==> config.mk <==
export PLATFORM = sky130hd
export DESIGN_NAME = hex_scan_disp
export DESIGN_NICKNAME = d
export VERILOG_FILES = /design/src/rtl/hex_pkg.sv /design/src/rtl/hex_seg_dec.sv /design/src/rtl/hex_scan_disp.sv
export SDC_FILE = /design/constraint.sdc
export NUM_CORES = 1
export LEC_CHECK = 0
export CAP_MARGIN = 5
export CORE_MARGIN = 2
export CORE_UTILIZATION = 45
export CTS_CLUSTER_SIZE = 30
export DETAILED_ROUTE_END_ITERATION = 10
export PLACE_DENSITY = 0.67
export SYNTH_ARGS = -nofsm -noshare
export SYNTH_HDL_FRONTEND = slang
export SYNTH_HIERARCHICAL = 1
export SYNTH_SLANG_ARGS = --single-unit
export TNS_END_PERCENT = 20
==> constraint.sdc <==
create_clock -name clk_i -period 2.65 [get_ports clk_i]
set_clock_uncertainty 0.15 [all_clocks]
set_input_delay 0.3975 -clock clk_i [delete_from_list [all_inputs] [get_ports clk_i]]
set_output_delay 0.3975 -clock clk_i [all_outputs]
set_load 0.01 [all_outputs]
==> src/rtl/hex_pkg.sv <==
// Shared 7-segment definitions: glyph table, segment bit order, dark pattern.
// Latency: n/a (constants and a pure function only).
// Backpressure: n/a.
package hex_pkg;

    localparam int SEG_W = 7;

    // Segment bit positions inside a {g,f,e,d,c,b,a} vector.
    localparam int SEG_A = 0;
    localparam int SEG_B = 1;
    localparam int SEG_C = 2;
    localparam int SEG_D = 3;
    localparam int SEG_E = 4;
    localparam int SEG_F = 5;
    localparam int SEG_G = 6;

    // All segments dark, active-high internal form.
    localparam logic [SEG_W-1:0] SEG_OFF = 7'h00;

    // Active-high glyphs, entry n is the pattern for nibble n (0..9, A, b, C, d, E, F).
    localparam logic [15:0][SEG_W-1:0] GLYPHS = {
        7'h71, 7'h79, 7'h5E, 7'h39, 7'h7C, 7'h77, 7'h6F, 7'h7F,
        7'h07, 7'h7D, 7'h6D, 7'h66, 7'h4F, 7'h5B, 7'h06, 7'h3F
    };

    function automatic logic [SEG_W-1:0] glyph(input logic [3:0] nib);
        return GLYPHS[nib];
    endfunction

endpackage

==> src/rtl/hex_seg_dec.sv <==
// Nibble to active-high 7-segment decoder ({g,f,e,d,c,b,a}, bit0 = a).
// Latency: combinational, zero cycles.
// Backpressure: none; output follows input continuously.
// Ports: nib_i - hex digit in; seg_o - active-high segment pattern out.
module hex_seg_dec
    import hex_pkg::*;
(
    input  logic [3:0]       nib_i,
    output logic [SEG_W-1:0] seg_o
);

    always_comb begin
        seg_o = glyph(nib_i);
    end

endmodule

==> src/rtl/hex_scan_disp.sv <==
// Multiplexed DIGITS-wide 7-segment scanner with frame-aligned double buffering.
// Latency: outputs registered, one cycle behind the digit index; loads commit at frame end.
// Backpressure: none; load_i is always accepted (last load before a frame boundary wins).
// Ports: clk_i/rst_i (sync, active-high); data_i/dp_i/blank_i/lz_en_i captured on load_i;
//        seg_o/dp_o/an_o drive the display pins; frame_o pulses once per full scan.
module hex_scan_disp
    import hex_pkg::*;
#(
    parameter int DIGITS         = 4,
    parameter int PRESCALE       = 50000,
    parameter bit SEG_ACTIVE_LOW = 1'b1,
    parameter bit AN_ACTIVE_LOW  = 1'b1
) (
    input  logic                  clk_i,
    input  logic                  rst_i,
    input  logic [4*DIGITS-1:0]   data_i,
    input  logic [DIGITS-1:0]     dp_i,
    input  logic [DIGITS-1:0]     blank_i,
    input  logic                  lz_en_i,
    input  logic                  load_i,
    output logic [SEG_W-1:0]      seg_o,
    output logic                  dp_o,
    output logic [DIGITS-1:0]     an_o,
    output logic                  frame_o
);

    localparam int CNT_W = $clog2(PRESCALE);
    localparam int IDX_W = (DIGITS > 1) ? $clog2(DIGITS) : 1;
    localparam logic [CNT_W-1:0] CNT_LAST = CNT_W'(PRESCALE - 1);
    localparam logic [IDX_W-1:0] IDX_LAST = IDX_W'(DIGITS - 1);

    typedef struct packed {
        logic [4*DIGITS-1:0] data;
        logic [DIGITS-1:0]   dp;
        logic [DIGITS-1:0]   blank;
        logic                lz;
    } disp_buf_t;

    logic [CNT_W-1:0] cnt_q, cnt_d;
    logic [IDX_W-1:0] idx_q, idx_d;
    disp_buf_t        pend_q, pend_d;
    logic             pend_vld_q, pend_vld_d;
    disp_buf_t        disp_q, disp_d;
    logic [SEG_W-1:0] seg_q, seg_d;
    logic             dp_q, dp_d;
    logic [DIGITS-1:0] an_q, an_d;
    logic             frame_q, frame_d;

    logic             tick;
    logic             boundary;
    disp_buf_t        in_buf;

    logic [DIGITS-1:0] lz_mask;
    logic             all_zero;
    logic [DIGITS-1:0] an_sel;
    logic [3:0]       cur_nib;
    logic             cur_dp;
    logic             cur_dark;
    logic [SEG_W-1:0] glyph_seg;

    // Prescaler, digit index and frame boundary.
    always_comb begin
        tick     = (cnt_q == CNT_LAST);
        boundary = tick && (idx_q == IDX_LAST);
        cnt_d    = tick ? '0 : cnt_q + CNT_W'(1);
        idx_d    = idx_q;
        if (tick) begin
            idx_d = (idx_q == IDX_LAST) ? '0 : idx_q + IDX_W'(1);
        end
        frame_d = boundary;
    end

    // Double buffer: loads land in pending and only reach the display buffer at a
    // frame boundary; a load on the boundary cycle itself bypasses pending so the
    // frame that starts right now already uses it.
    always_comb begin
        in_buf     = '{data: data_i, dp: dp_i, blank: blank_i, lz: lz_en_i};
        pend_d     = pend_q;
        pend_vld_d = pend_vld_q;
        disp_d     = disp_q;
        if (boundary) begin
            pend_vld_d = 1'b0;
            if (load_i) begin
                disp_d = in_buf;
            end else if (pend_vld_q) begin
                disp_d = pend_q;
            end
        end else if (load_i) begin
            pend_d     = in_buf;
            pend_vld_d = 1'b1;
        end
    end

    // lz_mask[i] is set when nibbles DIGITS-1..i are all zero; digit 0 is excluded
    // so an all-zero word still shows a single "0".
    always_comb begin
        lz_mask  = '0;
        all_zero = 1'b1;
        for (int i = DIGITS - 1; i >= 0; i--) begin
            all_zero   = all_zero && (disp_q.data[4*i +: 4] == 4'h0);
            lz_mask[i] = all_zero && (i > 0);
        end
    end

    // Select the digit addressed by idx (compare-based so non-power-of-two DIGITS
    // and DIGITS=1 need no special indexing).
    always_comb begin
        cur_nib  = 4'h0;
        cur_dp   = 1'b0;
        cur_dark = 1'b0;
        an_sel   = '0;
        for (int i = 0; i < DIGITS; i++) begin
            if (idx_q == IDX_W'(i)) begin
                cur_nib   = disp_q.data[4*i +: 4];
                cur_dp    = disp_q.dp[i];
                cur_dark  = disp_q.blank[i] || (disp_q.lz && lz_mask[i]);
                an_sel[i] = 1'b1;
            end
        end
    end

    hex_seg_dec u_seg_dec (
        .nib_i (cur_nib),
        .seg_o (glyph_seg)
    );

    always_comb begin
        seg_d = cur_dark ? SEG_OFF : glyph_seg;
        dp_d  = !cur_dark && cur_dp;
        an_d  = cur_dark ? '0 : an_sel;
    end

    always_ff @(posedge clk_i) begin
        if (rst_i) begin
            cnt_q      <= '0;
            idx_q      <= '0;
            pend_q     <= '0;
            pend_vld_q <= 1'b0;
            disp_q     <= '0;
            seg_q      <= SEG_OFF;
            dp_q       <= 1'b0;
            an_q       <= '0;
            frame_q    <= 1'b0;
        end else begin
            cnt_q      <= cnt_d;
            idx_q      <= idx_d;
            pend_q     <= pend_d;
            pend_vld_q <= pend_vld_d;
            disp_q     <= disp_d;
            seg_q      <= seg_d;
            dp_q       <= dp_d;
            an_q       <= an_d;
            frame_q    <= frame_d;
        end
    end

    // Registers hold active-high values; pin polarity is a static inversion.
    assign seg_o   = SEG_ACTIVE_LOW ? ~seg_q : seg_q;
    assign dp_o    = SEG_ACTIVE_LOW ? ~dp_q : dp_q;
    assign an_o    = AN_ACTIVE_LOW ? ~an_q : an_q;
    assign frame_o = frame_q;

endmodule
[Word-level counts from Yosys, hierarchy flattened]
Memory sizes are Yosys's and may differ from the RTL's. A register that Yosys moved wholly into a read port is not among the register bits.
Index checks and enable logic that the tools add are counted.
Storage, ports and cells
  flip-flop bits (word level): 75
  bits in latches: 0
  bits in writable memories: 0
  memory bits (read-only): 112
  bits of input ports: 28
  output and inout port bits: 13
  word-level logic and storage cells: 65
  memories kept: 1
Operators by class
  $add $sub $neg: 2
  multiply operators: 0
  divide/modulo/power cells: 0
  $lt $le $gt $ge: 0
  equal/unequal tests: 4
  shift-type cells: 0
  multiplexer cells: 19
  bitwise gates (word level): 4
  reductions and logical operators: 21
Memories
  (name not given): depth 16, bits a word 7, read ports 1, clocked after memory_dff 1, write ports 0, line hex_pkg.sv:27  | return GLYPHS[nib];
Operator list (count)
  two-way mux 25 bit: 2
  adder 16 x 1 -> 16 bit (second input constant): 1
  == test 16 bit (second input constant): 1
  two-way mux 4 bit: 4
  zero test 4 bit: 3
  two-way mux 1 bit: 12
  logical AND 1 bit: 7
  NOT 7 bit: 1
  OR reduction 2 bit: 3
  == test 2 bit (second input constant): 2
  NOT 4 bit: 1
  AND reduction 2 bit: 2
  logical OR 1 bit: 3
  adder 2 x 1 -> 2 bit (second input constant): 1
  == test 2 x 1 -> 1 bit (second input constant): 1
  zero test 2 bit: 1
  two-way mux 2 bit: 1
  NOT 1 bit: 2
  nonzero test 2 bit: 1
  zero test 1 bit: 1

[Logic depth before layout (Yosys ltp)]
Gate-level depths: netlist of run 1.
  word-level depth: 10
  gate-level depth with buffers: 12
  gate-level depth less buffers: 11

[Hierarchy]
Netlist of run 1, hierarchy kept.
By module, submodules not included
  hex_scan_disp: times used 1, cells an instance 438, area each 4146.5 µm², sequential area each 1641.6 µm²
  hex_seg_dec: times used 1, cells an instance 33, area each 290.3 µm², sequential area each 0.0 µm²

[Worst setup path after synthesis of run 1]
No wires, ideal clock.
  kind: reg2reg
  start: reg idx_q[1]
  end: reg seg_q[3]
  arrival: 2.538 ns
  required time: 2.370 ns
  setup slack: -0.169 ns
  stages on the path, launching flop included: 12
  path buffers: 1
  path through: dfxtp_1 > inv_1 > ha_1 > clkbuf_1 > nand3b_1 > a21oi_1 > a21oi_1 > o21ai_0 > inv_1 > ha_1 > mux4_1 > nor3b_1
Between the ends
  elaborated cells between the ends (all ways): 13
  those cells by class: eq/ne: 3; mux: 8; reduce/logical: 2
RTL lines
  start, declared: line hex_scan_disp.sv:40  | logic [IDX_W-1:0] idx_q, idx_d;
  start signal, assigned: line hex_scan_disp.sv:146  | idx_q <= idx_d;
  zero test 2 bit: line hex_scan_disp.sv:113  | if (idx_q == IDX_W'(i)) begin
  two-way mux 4 bit (3 in a row): line hex_scan_disp.sv:113
  two-way mux 4 bit (*): line hex_scan_disp.sv:113
  named net cur_nib[1]: line hex_scan_disp.sv:56  | logic [3:0] cur_nib;
  end, declared: line hex_scan_disp.sv:44  | logic [SEG_W-1:0] seg_q, seg_d;
The timed path passes the listed nets; every way through them passes the cells marked *.
A chain may end at the register's enable or synchronous reset.

[Final worst setup path of run 1]
  start: reg idx_q[0]
  end: reg seg_q[3]
The elaborated chain is that of the path after synthesis.

==> results of run 1 <==
==> per-stage QoR <==
step                instance area, um2  total power, W  hold slack [ns]
floorplan                         4440         0.00144            0.263
global placement                  4970         0.00152            0.276
detailed placement                4970         0.00153            0.289
CTS                               5220         0.00265            0.217
global route                      5230         0.00273            0.226
finish                            5230         0.00261            0.209
==> final cells by class <==
cell class                      instances  area share [%]
Clock inverter                          4            1.89
Timing Repair Buffer                   56            10.1
Clock buffer                           11            2.89
Inverter                               23            1.65
Multi-Input combinational cell        335            48.9
Tap cell                              133            3.18
Sequential cell                        82            31.4
==> cells in the mapped netlist, types with 2 or more instances <==
master	number	share of area, %
nand4_1	6	0.85
o21ai_0	8	0.90
nor4_1	2	0.28
nor3b_1	10	1.7
nand3b_1	6	1.0
mux2i_1	52	12
nor2_1	43	3.6
ha_1	12	3.4
buf_6	6	1.5
and2_1	2	0.28
nor3_1	6	0.68
or4_1	2	0.34
a21oi_1	18	2.0
xnor2_1	6	1.2
buf_2	7	0.79
a211oi_1	2	0.34
nand3_1	4	0.45
and3_1	3	0.42
nor4b_1	3	0.59
nor2b_1	25	3.5
xor2_1	4	0.79
mux2_2	7	1.8
nand2b_1	54	7.6
clkbuf_1	16	1.4
inv_1	23	1.9
dfxtp_1	82	37
mux2_4	21	7.1
nand2_1	17	1.4
or3_1	5	0.71
==> registers in the layout, summed over array words and instances, names as in the netlist <==
name,flops
pend_vld_q,1
frame_o,1
disp_q,25
pend_q,25
an_q,4
seg_q,7
cnt_q,16
dp_q,1
idx_q,2
==> worst max-delay path: stages, from the launching register on <==
cell     delay [ns]
dfxtp_1        0.41
inv_1          0.08
ha_1           0.30
a21oi_1        0.17
a21oi_1        0.07
o21ai_2        0.17
inv_1          0.12
ha_1           0.30
mux4_1         0.48
nor3b_1        0.15
==> layer usage <==
| layer | vias to the layer above | track usage [%] | part of all wire [%] |
|---|---|---|---|
| met4 | 0 | 6.38 | 1.6 |
| met3 | 11 | 3.49 | 3.1 |
| met1 | 1475 | 23.2 | 51 |
| li1 | 1664 | - | - |
| met5 | - | 0 | 0 |
| met2 | 47 | 26.5 | 45 |
==> where the power goes <==
part | internal [W] | switching (W)
logic | 0.000116 | 0.0000968
registers | 0.00127 | 0.0000152
clock network | 0.000674 | 0.000444
total | 0.00206 | 0.000556
==> repair_timing <==
item                       4_1_cts  5_1_grt
resized for setup                0        2
setup endpoints to repair        0        5
setup buffers                    0        1
==> placed cells by master (no fill, tap or decap), types with 3 or more instances in the layout <==
| master | instances |
|---|---|
| a21oi_1 | 18 |
| and3_1 | 3 |
| buf_4 | 15 |
| bufinv_16 | 3 |
| clkbuf_8 | 11 |
| clkdlybuf4s50_1 | 39 |
| dfxtp_1 | 81 |
| ha_1 | 11 |
| inv_1 | 23 |
| mux2_2 | 7 |
| mux2_4 | 21 |
| mux2i_1 | 52 |
| nand2_1 | 17 |
| nand2b_1 | 54 |
| nand3_1 | 4 |
| nand3b_1 | 6 |
| nand4_1 | 6 |
| nor2_1 | 43 |
| nor2b_1 | 25 |
| nor3_1 | 6 |
| nor3b_1 | 10 |
| nor4b_1 | 3 |
| o21ai_0 | 6 |
| or3_1 | 5 |
| xnor2_1 | 6 |
| xor2_1 | 4 |
==> cells by family (layout without fill, tap and decap cells) <==
family	count (synthesis)	in the layout
adder cells (fa/ha/maj)	12	12
AND/OR/NAND/NOR	196	196
XOR/XNOR	10	10
flip-flops	82	82
buffers and inverters	54	94
AO/OA/AOI/OAI	36	36
multiplexers	81	81
==> how the worst max path moves through the flow <==
stage | slack (ns) | depth (start not counted) | from | to
after global placement | 0.14 | 10 | idx_q[1] | seg_q[3]
final | 0.14 | 9 | idx_q[0] | seg_q[3]
after detailed placement | 0.06 | 10 | idx_q[1] | seg_q[3]
after floorplan | 0.05 | 11 | idx_q[1] | seg_q[3]
after CTS | 0.03 | 10 | idx_q[1] | seg_q[3]
after global routing | 0.008 | 10 | idx_q[0] | seg_q[3]
==> out/results.txt, run 1 <==
DP Worst Slack -> 0.0575 ns
Avg Inst Size Synth -> 9.42 um2
post-synthesis adder-cell area fraction -> 3.38%
fin crit share -> 94.6%
Async SR Flop Fraction -> 0%
Vias -> 3197
GP Congestion -> 0.847
Post-synth top flop -> dfxtp_1
sequential fraction of the synthesis area -> 37.0%
first-pass iteration count of the detailed router -> 4
number of diodes -> 0
Detail Route Antenna Nets -> 0
pin count of the biggest net entering global routing -> 53
largest family of logic cells by synthesized area -> simple AND/OR/NAND/NOR gates
status -> complete, no violations
final setup violation count -> 0
IO Pins -> 41
Clock H-tree levels -> 3
final setup TNS -> 0 ns
Rows -> 36
CTS tree -> done
Multi-input gate area -> 0.00256 mm2
Synth Area in Simple Gates -> 25.7%
Worst Hold Class -> primary input to flip-flop
R2R setup slack -> 0.14 ns
Hold Path Cell Cnt -> 2
Hold Path End -> idx_q[1]
Cell Area, Synth -> 0.00444 mm2
Final #Nets -> 547
WP data required -> 2.73 ns
Reg area -> 0.00164 mm2
VDD IR max -> 0.000320 V
placed insts -> 628
synthesized instance count -> 471
final worst path period need -> 2.51 ns
Final Non-Filler Cells -> 644
CTS clk-pin slew, worst paths -> 0.08 ns
number of flops mapped to enable cells by yosys -> 0
Leakage Power -> 2.18 nW
chip width -> 103 um
synthesis-stage register bit count -> 82
Setup CP Type -> flip-flop to flip-flop
r2r worst-path depth -> 9
Via density -> 4.96
core area -> 0.00968 mm2
clk_lat worst skew -> 0.35 ns
Max Slew Vio Count -> 0
vias in the first global route -> 2955
initial core utilization -> 45.8%
Synth Area in Compound Gates -> 4.85%
mux cell area share after synthesis -> 21.2%
total CTS buffers -> 9
total die area -> 0.0107 mm2
area grow syn2layout -> 17.9%
Critical Path Start Type -> flip-flop
Yosys warning count -> 6
Worst Setup End Kind -> flip-flop
number of remaining DRC errors -> 0
measured slew at the worst slew-check pin -> 0.573 ns
Power per Cell Area -> 499 mW/mm2
synth unique cells -> 48
endpoints failing hold -> 0
setup ws final -> 0.143 ns
Initial DRC Count -> 78
Worst Path Max Fanout -> 8
Total GRT Usage -> 17.0%
RR Startpoint -> idx_q[0]
hold_sp -> rst_i
routed len/inst -> 13.1 um
# port buffers -> 40
Post-CTS Hold Buffers -> 0
Syn Nets -> 511
Critical R2R Capture -> seg_q[3]
XOR/XNOR Fraction of Synth Area -> 1.97%
fmax -> 399 MHz
DP HPWL -> 5990 um
root buffer cell -> clkbuf_8
max-cap violations -> 0
Die Y-Extent -> 103 um
grt total ovfl -> 0
FILL cells -> 875
WP data arrival -> 2.59 ns
Num Clock Sinks -> 82
global-route wire length before repair -> 14300 um
post-layout utilization of the core -> 54.0%
RSZ-0062 raised after global routing -> false
Worst slew margin -> 61.3%
DRT Wirelength -> 8430 um
layout cell share with drive strength beyond 1 -> 13.7%
initial antenna violation count -> 0
CTS max path bufs -> 2
No activity file was read; power rests on OpenSTA's default activity.
==> run 2: changes to the inputs <==
--- a/config.mk
+++ b/config.mk
@@ -10,6 +10,7 @@
 export CORE_UTILIZATION = 45
 export CTS_CLUSTER_SIZE = 30
 export DETAILED_ROUTE_END_ITERATION = 10
+export MAX_ROUTING_LAYER = met4
 export PLACE_DENSITY = 0.67
 export SYNTH_ARGS = -nofsm -noshare
 export SYNTH_HDL_FRONTEND = slang
==> run 2 against run 1 <==
Critical path depth did not move. Clock power barely moved. Register-to-register slack barely moved. First-iteration DRC count fell by 3.8%.
==> out/results.txt, run 2 (synthesis results as in run 1) <==
DRT Wirelength -> 8430 um (about the same)
WP data required -> 2.73 ns (about the same)
CTS max path bufs -> 2 (unchanged)
chip width -> 103 um (unchanged)
Vias -> 3199 (+0.063%)
CP peak stage delay -> 0.48 ns (about the same)
VDD IR max -> 0.000319 V (-0.26%)
Worst Hold Class -> primary input to flip-flop
Leakage Power -> 2.18 nW (unchanged)
post-route cell area -> 0.00523 mm2 (unchanged)
core area -> 0.00968 mm2 (unchanged)
grt total ovfl -> 0 (unchanged)
IO Pins -> 41 (unchanged)
root buffer cell -> clkbuf_8
number of remaining DRC errors -> 0 (unchanged)
total CTS buffers -> 9 (unchanged)
CP Cell Sequence -> inv_1 > ha_1 > a21oi_1 > a21oi_1 > o21ai_2 > inv_1 > ha_1 > mux4_1 > nor3b_1
final worst path period need -> 2.51 ns (+0.000599 ns)
Worst Path Max Fanout -> 8 (unchanged)
RSZ-0062 raised after global routing -> false
pin count of the biggest net entering global routing -> 53 (unchanged)
Setup CP Type -> flip-flop to flip-flop
status -> complete, no violations
layout cell share with drive strength beyond 1 -> 13.7% (unchanged)
max-cap violations -> 0 (unchanged)
initial antenna violation count -> 0 (unchanged)
Total GRT Usage -> 17.5% (+0.50 points)
Die Y-Extent -> 103 um (unchanged)
first-pass iteration count of the detailed router -> 4 (unchanged)
final setup TNS -> 0 ns (unchanged)
Clock H-tree levels -> 3 (unchanged)
Num Clock Sinks -> 82 (unchanged)
placed insts -> 628 (unchanged)
CTS tree -> done
routed len/inst -> 13.1 um (about the same)
GP Congestion -> 0.860 (+1.6%)
DP HPWL -> 5990 um (unchanged)
measured slew at the worst slew-check pin -> 0.573 ns (-0.000152 ns)
FILL cells -> 875 (unchanged)
Detail Route Antenna Nets -> 0 (unchanged)
Worst slew margin -> 61.3% (about the same)
CP bufs+invs -> 2 (unchanged)
initial core utilization -> 45.8% (unchanged)
WP data arrival -> 2.59 ns (about the same)
Final Non-Filler Cells -> 644 (unchanged)
CTS clk-pin slew, worst paths -> 0.08 ns (about the same)
Final #Nets -> 547 (unchanged)
endpoints failing hold -> 0 (unchanged)
Initial DRC Count -> 75 (-3.8%)
area grow syn2layout -> 17.9% (unchanged)
global-route wire length before repair -> 14300 um (about the same)
Power per Cell Area -> 500 mW/mm2 (about the same)
Via density -> 4.97 (about the same)
Post-CTS Hold Buffers -> 0 (unchanged)
Critical Path Start Type -> flip-flop
commonest non-fill, non-tap cell in the layout -> dfxtp_1
total die area -> 0.0107 mm2 (unchanged)
DP Worst Slack -> 0.0575 ns (unchanged)
# port buffers -> 40 (unchanged)
fmax -> 399 MHz (about the same)
final setup violation count -> 0 (unchanged)
Worst Setup End Kind -> flip-flop
clk_lat worst skew -> 0.36 ns (about the same)
fin crit share -> 94.6% (about the same)
most frequent cells in the layout -> dfxtp_1 (81), nand2b_1 (54), mux2i_1 (52)
CP max-delay cell -> mux4_1
number of diodes -> 0 (unchanged)
Rows -> 36 (unchanged)
Largest regs -> disp_q x25, pend_q x25, cnt_q x16
Max Slew Vio Count -> 0 (unchanged)
delay-heaviest family, CP -> adder cells
DP Area -> 0.00497 mm2 (unchanged)
setup ws final -> 0.143 ns (-0.000599 ns)
R2R setup slack -> 0.14 ns (about the same)
vias in the first global route -> 2961 (+0.20%)
run 2: cell counts in the layout (fill, tap and decap cells not counted):
No cell type changed its count.
run 2: path summary, 6_finish.rpt:
path | to | from | cells after the start
worst max-delay path | seg_q[3] | idx_q[0] | 9
worst min-delay path | idx_q[1] | rst_i | 2
worst max register to register | seg_q[3] | idx_q[0] | 9
worst min register to register | cnt_q[0] | cnt_q[0] | 1
run 2: routing by layer:
metal / vias to the layer above / share of wire [%] / GRT usage (%)
li1: 1664 / - / -
met2: 46 / 44 / 26.6
met3: 11 / 2.6 / 3.23
met5: - / 0 / -
met1: 1478 / 51 / 23.3
met4: 0 / 1.6 / 6.38
run 2: per-stage QoR:
step / power [W] / util [%] / hold WS [ns]
2_1_floorplan: 0.00144 / - / 0.263
3_5_place_dp: 0.00153 / 51.3 / 0.289
4_1_cts: 0.00265 / 53.9 / 0.217
6_report: 0.00261 / 54.0 / 0.210
3_3_place_gp: 0.00152 / 51.3 / 0.276
5_1_grt: 0.00273 / 54.0 / 0.226
run 2: what timing repair did:
action,4_1_cts,5_1_grt
buffers inserted,0,1
setup endpoints to repair,0,5
endpoints found under the hold margin,0,0
resized for setup,0,2
run 2: cell type report:
| type | count | area, um2 | area share (%) |
|---|---|---|---|
| well taps | 133 | 166 | 3.18 |
| inverters | 23 | 86.3 | 1.65 |
| flip-flops and latches | 82 | 1640 | 31.4 |
| clock inverters | 4 | 98.8 | 1.89 |
| multi-input cells | 335 | 2560 | 48.9 |
| repair buffers | 56 | 528 | 10.1 |
| clock buffers | 11 | 151 | 2.89 |
run 2: report_power, final:
group | internal [W] | leakage (nW) | switching [W] | total, W
Combinational | 0.000116 | 1.39 | 0.0000969 | 0.000213
Sequential | 0.00127 | 0.670 | 0.0000152 | 0.00128
Clock | 0.000674 | 0.126 | 0.000445 | 0.00112
Total | 0.00206 | 2.18 | 0.000557 | 0.00261
==> run 3: changes to the inputs <==
--- a/config.mk
+++ b/config.mk
@@ -10,7 +10,6 @@
 export CORE_UTILIZATION = 45
 export CTS_CLUSTER_SIZE = 30
 export DETAILED_ROUTE_END_ITERATION = 10
-export MAX_ROUTING_LAYER = met4
 export PLACE_DENSITY = 0.67
 export SYNTH_ARGS = -nofsm -noshare
 export SYNTH_HDL_FRONTEND = slang
==> results of run 3 <==
Final layout, timing and power as in run 1 (identical DEF).
